--- src/rtl/norm32.sv ---
`default_nettype none
// ============================================================================
// norm32 : iterative left normaliser (CLZ / CLS) with valid/ready handshake
// Revision: 1.0
// ============================================================================
module norm32 #(
  parameter int STEP = 8
) (
  input  logic        clk,
  input  logic        rst,
  input  logic        in_valid,
  output logic        in_ready,
  input  logic [31:0] in_a,
  input  logic        in_sgn,
  output logic        out_valid,
  input  logic        out_ready,
  output logic [31:0] out_res,
  output logic [5:0]  out_cnt,
  output logic        out_zero
);

  localparam logic [5:0] C_STEP = 6'(STEP);

  typedef enum logic [1:0] {
    S_IDLE = 2'd0,
    S_SCAN = 2'd1,
    S_DONE = 2'd2
  } state_t;

  state_t      state_q;
  logic        in_ready_q;
  logic        out_valid_q;
  logic [31:0] v_q;
  logic [5:0]  cnt_q;
  logic        sgn_q;
  logic        zero_q;

  logic [STEP:0] w_top;
  logic          w_done;
  logic          w_coarse;
  logic [31:0]   v_d;
  logic [5:0]    cnt_d;

  // Signed mode looks at STEP+1 bits: STEP redundant copies of the sign bit.
  always_comb begin
    w_top    = v_q[31 -: STEP + 1];
    w_done   = sgn_q ? (v_q[31] ^ v_q[30]) : v_q[31];
    w_coarse = sgn_q ? ((&w_top) | ~(|w_top)) : ~(|w_top[STEP:1]);
    v_d      = v_q << 1;
    cnt_d    = cnt_q + 6'd1;
    if (w_coarse) begin
      v_d   = v_q << STEP;
      cnt_d = cnt_q + C_STEP;
    end
  end

  always_ff @(posedge clk) begin
    if (rst) begin
      state_q     <= S_IDLE;
      in_ready_q  <= 1'b1;
      out_valid_q <= 1'b0;
      v_q         <= '0;
      cnt_q       <= '0;
      sgn_q       <= 1'b0;
      zero_q      <= 1'b0;
    end else begin
      case (state_q)
        S_IDLE: begin
          if (in_valid) begin
            sgn_q      <= in_sgn;
            in_ready_q <= 1'b0;
            // Operands with no significant bit to find finish without scanning.
            if (in_a == 32'h0000_0000) begin
              v_q         <= '0;
              cnt_q       <= in_sgn ? 6'd31 : 6'd32;
              zero_q      <= 1'b1;
              out_valid_q <= 1'b1;
              state_q     <= S_DONE;
            end else if (in_sgn && (&in_a)) begin
              v_q         <= 32'h8000_0000;
              cnt_q       <= 6'd31;
              zero_q      <= 1'b0;
              out_valid_q <= 1'b1;
              state_q     <= S_DONE;
            end else begin
              v_q     <= in_a;
              cnt_q   <= '0;
              zero_q  <= 1'b0;
              state_q <= S_SCAN;
            end
          end
        end
        S_SCAN: begin
          if (w_done) begin
            out_valid_q <= 1'b1;
            state_q     <= S_DONE;
          end else begin
            v_q   <= v_d;
            cnt_q <= cnt_d;
          end
        end
        S_DONE: begin
          if (out_ready) begin
            out_valid_q <= 1'b0;
            in_ready_q  <= 1'b1;
            state_q     <= S_IDLE;
          end
        end
        default: begin
          out_valid_q <= 1'b0;
          in_ready_q  <= 1'b1;
          state_q     <= S_IDLE;
        end
      endcase
    end
  end

  assign in_ready  = in_ready_q;
  assign out_valid = out_valid_q;
  assign out_res   = v_q;
  assign out_cnt   = cnt_q;
  assign out_zero  = zero_q;

endmodule
`default_nettype wire

--- config.mk ---
export PLATFORM = sky130hd
export DESIGN_NAME = norm32
export DESIGN_NICKNAME = d
export VERILOG_FILES = /design/src/rtl/norm32.sv
export SDC_FILE = /design/constraint.sdc
export NUM_CORES = 1
export LEC_CHECK = 0
export CAP_MARGIN = 20
export CELL_PAD_IN_SITES_DETAIL_PLACEMENT = 0
export CELL_PAD_IN_SITES_GLOBAL_PLACEMENT = 1
export CORE_MARGIN = 4
export CORE_UTILIZATION = 34
export CTS_CLUSTER_SIZE = 20
export DETAILED_ROUTE_END_ITERATION = 6
export PLACE_DENSITY_LB_ADDON = 0.1
export SYNTH_ARGS = -nofsm -noshare
export SYNTH_HDL_FRONTEND = slang
export SYNTH_SLANG_ARGS = --single-unit
--- constraint.sdc ---
create_clock -name clk -period 2.3 [get_ports clk]
set_input_delay 0.46 -clock clk [delete_from_list [all_inputs] [get_ports clk]]
set_output_delay 0.46 -clock clk [all_outputs]
set_load 0.005 [all_outputs]
Word level (Yosys, flattened, before mapping)
Cells that the tools add are included.

word-level totals
  register bits after elaboration = 44
  output and inout bits = 41

operators by class
  add/subtract/negate cells = 2
  equality and inequality tests = 7
  muxes and demuxes = 31
  bitwise operators = 5
  reductions and logical operators = 13

operators with widths
  kind                                                 count
  2-to-1 mux 32 bit                                    5
  one-hot mux 32 bit (2 select lines)                  1
  zero test 32 bit                                     1
  AND reduction 32 bit                                 1
  2-to-1 mux 6 bit                                     5
  one-hot mux 6 bit (2 select lines)                   1
  2-to-1 mux 1 bit                                     10
  2-to-1 mux 2 bit                                     5
  AND reduction 3 bit                                  3
  AND reduction 9 bit                                  1
  OR reduction 9 bit                                   1
  inequality test 2 bit, second input constant         4
  OR reduction 8 bit                                   1
  adder 6 x 1 -> 6 bit, second input constant          1
  adder 6 x 4 -> 6 bit, second input constant          1
  one-hot mux 1 bit (3 select lines)                   2
  one-hot mux 2 bit (3 select lines)                   1
  2-to-1 mux 5 bit                                     1
  AND reduction 4 bit                                  1
  inequality test 3 bit, second input constant         1
  inverter 1 bit                                       3
  equality test 2 x 1 -> 1 bit, second input constant  1
  equality test 2 bit, second input constant           1
  zero test 2 bit                                      1
  5 further kinds                                      5

Longest topological paths before layout
Gate-level depths: netlist (run 1).

  depth after elaboration = 7
  depth in mapped cells = 9
  depth with buffers taken out = 8

Worst setup path before layout (run 1)
No wires, ideal clock.

  kind = reg2reg
  start point = reg v_q[30], in the netlist out_res[30]
  end point = reg v_q[1], in the netlist out_res[1]
  arrival time = 1.876 ns
  slack = 0.301 ns
  cell stages (with the launch flop) = 10
  path buffers = 1
  period minus slack after synthesis = 1.999 ns
  cell sequence = dfxtp_1 -> inv_1 -> ha_1 -> mux2i_1 -> nand2_1 -> a21oi_1 -> nor2_1 -> clkbuf_1 -> a222oi_1 -> inv_1

on the way
  longest elaborated chain between the ends = 7
  elaborated cells between the ends (all ways) = 14
  those cells by class = eq/ne (1); mux (5); bitwise (4); reduce/logical (4)

RTL lines
  element                              RTL line  source
  start: declaration                   33        logic [31:0] v_q;
  start signal: assignment             86        v_q <= in_a;
  start signal: assignment             98        v_q <= v_d;
  OR reduction 9 bit                   48        w_coarse = sgn_q ? ((&w_top) | ~(|w_top)) : ~(|w_top[STEP:1]);
  inverter 1 bit                       48
  OR 1 bit                             48
  2-to-1 mux 1 bit                     48
  2-to-1 mux 32 bit                    51        if (w_coarse) begin
  2-to-1 mux 32 bit                    94        if (w_done) begin
  one-hot mux 32 bit (2 select lines)  67        case (state_q)

Parallel ways exist; a longest one is shown, timed or not. The select of a mux whose other input is x is not followed.
A chain may end at the register's enable or synchronous reset.

Final worst setup path (run 1)
  start point = in in_a[24]
  end point = reg cnt_q[2], in the netlist out_cnt[2]

on the way
  longest elaborated chain between the ends = 6
  elaborated cells between the ends (all ways) = 7
  those cells by class = mux (4); reduce/logical (3)

RTL lines
  element                               RTL line  source
  start: declaration                    13        input logic [31:0] in_a,
  AND reduction 32 bit                  79        end else if (in_sgn && (&in_a)) begin
  logical AND 1 bit                     79
  2-to-1 mux 5 bit                      79
  2-to-1 mux 6 bit *                    73        if (in_a == 32'h0000_0000) begin
  2-to-1 mux 6 bit *                    69        if (in_valid) begin
  one-hot mux 6 bit (2 select lines) *  67
  end signal: assignment                75        cnt_q <= in_sgn ? 6'd31 : 6'd32;
  end signal: assignment                99        cnt_q <= cnt_d;
  end: declaration                      34        logic [5:0] cnt_q;

Every way passes the cells marked *; elsewhere a longest branch is shown, timed or not. The select of a mux whose other input is x is not followed.

==> flow_summary.yaml, run 1 <==
pwr:
  ir_drop_mv: 0.335
  p_switching_uw: 909
  internal_power_uw: 1780
  p_leak_uw: 0.00158
  pwr-share-seq_pct: 36.3
  cellPowerDensity_nw_per_um2: 713
  power_frac_comb_pct: 41.4
  p_sw_share_pct: 33.8
  pwr-share-clk_pct: 22.3
floorplan:
  core_area_um2: 6790
  fp-row-count: 30
  die_y_um: 91.5
  die_x_um: 91.5
  start_util_pct: 34.9
  ios: 78
  dieArea_um2: 8370
synth:
  synth.yosys.seq_area_share_pct: 37.2
  synth_nets: 307
  synth_xor_area_share_pct: 0
  synth.area.top_cells: "dfxtp_1, mux2i_1, a22oi_1, o21ai_0, nor2_1"
  syn_inst: 267
  ys_seq_elements: 44
  synth-async-reset-ratio_pct: 0
  synth_top_family_by_area: "compound AO/OA/AOI/OAI gates"
  synth.top_cells.by_count: "dfxtp_1, mux2i_1, nor2_1"
  yosysMostFrequentCell: "dfxtp_1"
  yosysUniqueCellTypes: 47
  synth_top_cell_area_share_pct: 37.2
  ys.flop_type: "dfxtp_1"
  synth_top_area_cell: "dfxtp_1"
  synth.mux.area_fraction_pct: 11.0
  synth-compound-area-share_pct: 25.8
  netlist_area_um2: 2370
  yosys.area_share.simple_pct: 19.1
  yosysWarnings: 0
  synth_edf_count: 0
  synth.avg_cell_area_um2: 8.88
  synth_fa_ha_area_share_pct: 1.58
final_layout:
  n_antenna_cell: 0
  nets: 418
  drive_gt1_share_pct: 19.0
  design_area_um2: 3770
  area_delta_synth_final_pct: 59.0
  fin_util_pct: 55.5
route:
  drc: 0
  wl_mm: 8.25
  firstDrtPassIters: 5
  via_per_inst: 5.42
  vias: 2575
  wire_per_inst_um: 17.4
  ant_nets: 0
  drt-initial-drc-count: 162
placement:
  place_congestion: 0.817
  portBuffers: 77
  place_area_um2: 3500
  dpl.hpwl_mm: 6.15
critical_path:
  end_kind: "register"
  reg2reg_slack_ps: 210
  cp-startpoint: "in_a[24]"
  arrival_ps: 2480
  worstPathRequired_ps: 2540
  timing.rr.start: "out_res[30]"
  cp-start-kind: "input port"
  path_class: "input port to register"
  critPathMaxFanout: 3
clock_tree:
  cts.path.max_buffers: 2
  cts_root_buf: "clkbuf_8"
  cts.sinks: 44
  cts_tree: "built"
  cts_hold_buffers: 0
  cts-buffers-inserted: 5
  path_clk_slew_ps: 100
  htreeDepth: 2
  clk_latency_ps: 300
sta:
  maxSlewViolCount: 0
  worst_pin_slew_ps: 600
  finalCritPeriodShare_pct: 97.4
  finalSetupViolCount: 0
  hold_violations: 0
  clock.fmax_ghz: 0.446
  slew_headroom_pct: 60.0
  finalWorstPathRequiredPeriod_ps: 2240
  fin_skew_ps: 13.5
global_routing:
  grt-ovfl-total: 0
  grt_start_max_net_pins: 23
  grt_pass1_vias: 2463
  grt.total_usage_pct: 19.4
  grt_first_pass_wirelength_mm: 13.1
  antenna_found_initial: 0
min_path:
  min_path_type: "register to register"
  holdCritStartpoint: "out_valid"
outcome:
  outcome: "finished clean"
job:
  cap_violations: 0
==> critical path, cell delays in order <==
cell and delay [ps]:
clkdlybuf4s50_1 450, nor4_1 300, nand4_1 210, buf_4 190, or3_4 360, a21oi_2 190
buf_4 130, o21ai_0 70, o2bb2ai_1 120
==> power groups by stage <==
stage	sequential (uW)	clock (uW)	combinational, uW
3_3_place_gp	994	0	1080
6_report	977	599	1110
4_1_cts	978	606	1100
2_1_floorplan	976	0	590
5_1_grt	996	644	1210
3_5_place_dp	993	0	1090
==> per-layer routing <==
layer / track usage [%] / wire [um]
met4: 5.65 / 123
met3: 3.65 / 351
met5: 0 / 0
met1: 25.6 / 3720
met2: 32.1 / 4060
==> metrics by stage <==
step,instances,setup TNS [ps],worst slack [ps],hold slack [ps],power [uW]
after floorplan,267,0,301,439,1570
after global placement,464,-18580,-633,431,2080
after detailed placement,465,-17880,-609,437,2090
after CTS,472,-92.2,-21.8,451,2690
after global routing,475,-3.95,-3.95,489,2850
final,475,0,59.6,443,2690
==> cells by family (layout without fill, tap and decap cells) <==
group,Yosys count,count (layout)
and+or+nand+nor,82,83
adders and majority gates,3,3
buffers and inverters,27,138
AOI/OAI and AO/OA,85,85
muxes,26,26
DFF,44,44
==> flip-flops by register name, indices dropped and copies added (netlist names) <==
signal	cells
out_valid	1
sgn_q	1
out_zero	1
in_ready	1
out_cnt	6
state_q	2
out_res	32
==> layout by cell type (no fill, tap or decap), types with 3 or more instances in the layout <==
cell type / synthesis / layout
mux2i_1: 26 / 26
nor2_1: 23 / 20
nor2_2: 0 / 3
dfxtp_1: 44 / 44
nand2_1: 10 / 10
nor4_2: 2 / 8
a22oi_1: 22 / 22
ha_1: 3 / 3
clkdlybuf4s50_1: 0 / 58
clkbuf_8: 0 / 5
nor3_1: 6 / 6
o21ai_1: 5 / 5
a222oi_1: 7 / 7
nand2b_1: 4 / 4
nor2b_1: 4 / 4
nand4_1: 12 / 12
dlymetal6s2s_1: 0 / 19
a31oi_1: 3 / 3
inv_1: 11 / 11
a211oi_1: 5 / 5
buf_4: 2 / 39
o21ai_0: 21 / 21
==> area by class of cell <==
class,count,area (um2)
sequential,44,881
inverter,11,41.3
clock buffer,6,72.6
fill,617,3030
timing repair buffer,119,1170
multi-input combinational,197,1450
tap,96,120
clock inverter,2,35.0
==> timing repair <==
item,in CTS,in global routing
pin swaps,3,15
buffers inserted,0,2
gates cloned,0,1
endpoints found under the setup margin,34,28
gates resized for setup,4,29
==> path summary, 6_finish.rpt <==
kind,end,cells past startpoint
min,out_valid,2
max,out_cnt[2],9
min reg2reg,out_valid,2
max reg2reg,out_res[4],9
Power figures use the tool's default switching activity.
==> inputs of run 2 (changes only) <==
Settings changed: MAX_ROUTING_LAYER from default to met4.
==> flow_summary.yaml, run 2 (same netlist as run 1, synthesis figures left out) <==
sta:
  slew_headroom_pct: 59.9
  tns_ps: 0
  clock.fmax_ghz: 0.446
  fin_skew_ps: 12.3
  worst_pin_slew_ps: 602
  finalCritPeriodShare_pct: 97.5
  hold_violations: 0
  finalWorstPathRequiredPeriod_ps: 2240
  finalSetupViolCount: 0
  maxSlewViolCount: 0
route:
  vias: 2623
  via_per_inst: 5.50
  wire_per_inst_um: 17.4
  wl_mm: 8.30
  drt-initial-drc-count: 161
  firstDrtPassIters: 5
  drc: 0
  ant_nets: 0
critical_path:
  crit_buf_inv: 3
  crit_chain: "clkdlybuf4s50_1 > nand4_1 > nor4_2 > nand4_1 > nor3b_4 > buf_4 > a222oi_1 > inv_1"
  path_class: "input port to register"
  cpPeakStageDelay_ps: 540
  cp-startpoint: "in_a[15]"
  timing.rr.start: "out_res[30]"
  critPathMaxFanout: 5
  end_kind: "register"
  cp_top_family: "simple AND/OR/NAND/NOR gates"
  cp-start-kind: "input port"
  path_common_cell: "nand4_1"
  crit_slowest_cell: "clkdlybuf4s50_1"
  arrival_ps: 2420
  worstPathRequired_ps: 2480
clock_tree:
  cts_tree: "built"
  cts.sinks: 44
  cts.path.max_buffers: 2
  clk_latency_ps: 300
  htreeDepth: 2
  cts_root_buf: "clkbuf_8"
  cts_hold_buffers: 0
  path_clk_slew_ps: 80
  cts-buffers-inserted: 5
placement:
  place_congestion: 0.829
  dpl.hpwl_mm: 6.15
  portBuffers: 77
outcome:
  outcome: "finished clean"
final_layout:
  final_cell_mix: "clkdlybuf4s50_1, dfxtp_1, buf_4"
  area_delta_synth_final_pct: 59.1
  n_antenna_cell: 0
  largest_reg_flops: 32
  drive_gt1_share_pct: 19.4
  final_common_cell: "clkdlybuf4s50_1"
  fill_cells: 617
  nets: 420
min_path:
  holdCritStartpoint: "out_valid"
  min_path_type: "register to register"
floorplan:
  core_area_um2: 6790
  die_y_um: 91.5
  fp-row-count: 30
  start_util_pct: 34.9
  ios: 78
  dieArea_um2: 8370
  die_x_um: 91.5
pwr:
  p_leak_uw: 0.00159
  ir_drop_mv: 0.337
  cellPowerDensity_nw_per_um2: 713
  power.total_uw: 2690
global_routing:
  grt_start_max_net_pins: 23
  grt_first_pass_wirelength_mm: 13.1
  antenna_found_initial: 0
  grt-ovfl-total: 0
  grt.total_usage_pct: 20.0
  grt_pass1_vias: 2469
job:
  cap_violations: 0
-- run 2: final cells by class --
cell class              instances  area, um2  share of cell area [%]
multi-input cells             197       1450                    38.5
repair buffers                121       1170                    31.0
flip-flops and latches         44        881                    23.4
well taps                      96        120                    3.19
clock buffers                   6       72.6                    1.92
inverters                      11       41.3                    1.09
clock inverters                 2       35.0                   0.929
-- run 2: what timing repair did --
| item | 4_1_cts | 5_1_grt |
|---|---|---|
| endpoints found under the hold margin | 0 | 0 |
| setup buffers | 0 | 4 |
| cloned | 0 | 1 |
| resized for setup | 4 | 29 |
| pin swaps | 3 | 15 |
| endpoints found under the setup margin | 34 | 28 |
-- run 2: tightest hold or removal path: cells and delay by family (launching register included) --
family           cells  cell delay, ps
flip-flops           1             320
AND/OR/NAND/NOR      2              90
-- run 2: metal layers --
| metal | wire length, um | vias up | global-route usage, % |
|---|---|---|---|
| met4 | 123 | 0 | 5.65 |
| li1 | - | 1265 | - |
| met3 | 332 | 10 | 3.15 |
| met5 | 0 | - | - |
| met1 | 3800 | 1269 | 26.0 |
| met2 | 4050 | 79 | 32.1 |
-- run 2: path summary, 6_finish.rpt --
kind / end / slack, ps / cells past startpoint
min reg2reg: out_valid / 440 / 2
min: out_valid / 440 / 2
max: out_res[4] / 60 / 8
max reg2reg: out_res[4] / 200 / 9
-- run 2: where the power goes --
part	internal [uW]	switching [uW]
Clock	323	276
Sequential	862	117
Combinational	595	518
Total	1780	911
-- run 2: stage by stage --
| stage | std cells | hold WS (ps) | utilization [%] | worst slack, ps | instance area, um2 |
|---|---|---|---|---|---|
| CTS | 472 | 451 | 53.4 | -21.8 | 3620 |
| global placement | 464 | 431 | 51.4 | -633 | 3490 |
| floorplan | 267 | 439 | - | 301 | 2370 |
| finish | 477 | 443 | 55.5 | 57.6 | 3770 |
| global route | 477 | 489 | 55.5 | -3.95 | 3770 |
| detailed placement | 465 | 437 | 51.6 | -609 | 3500 |
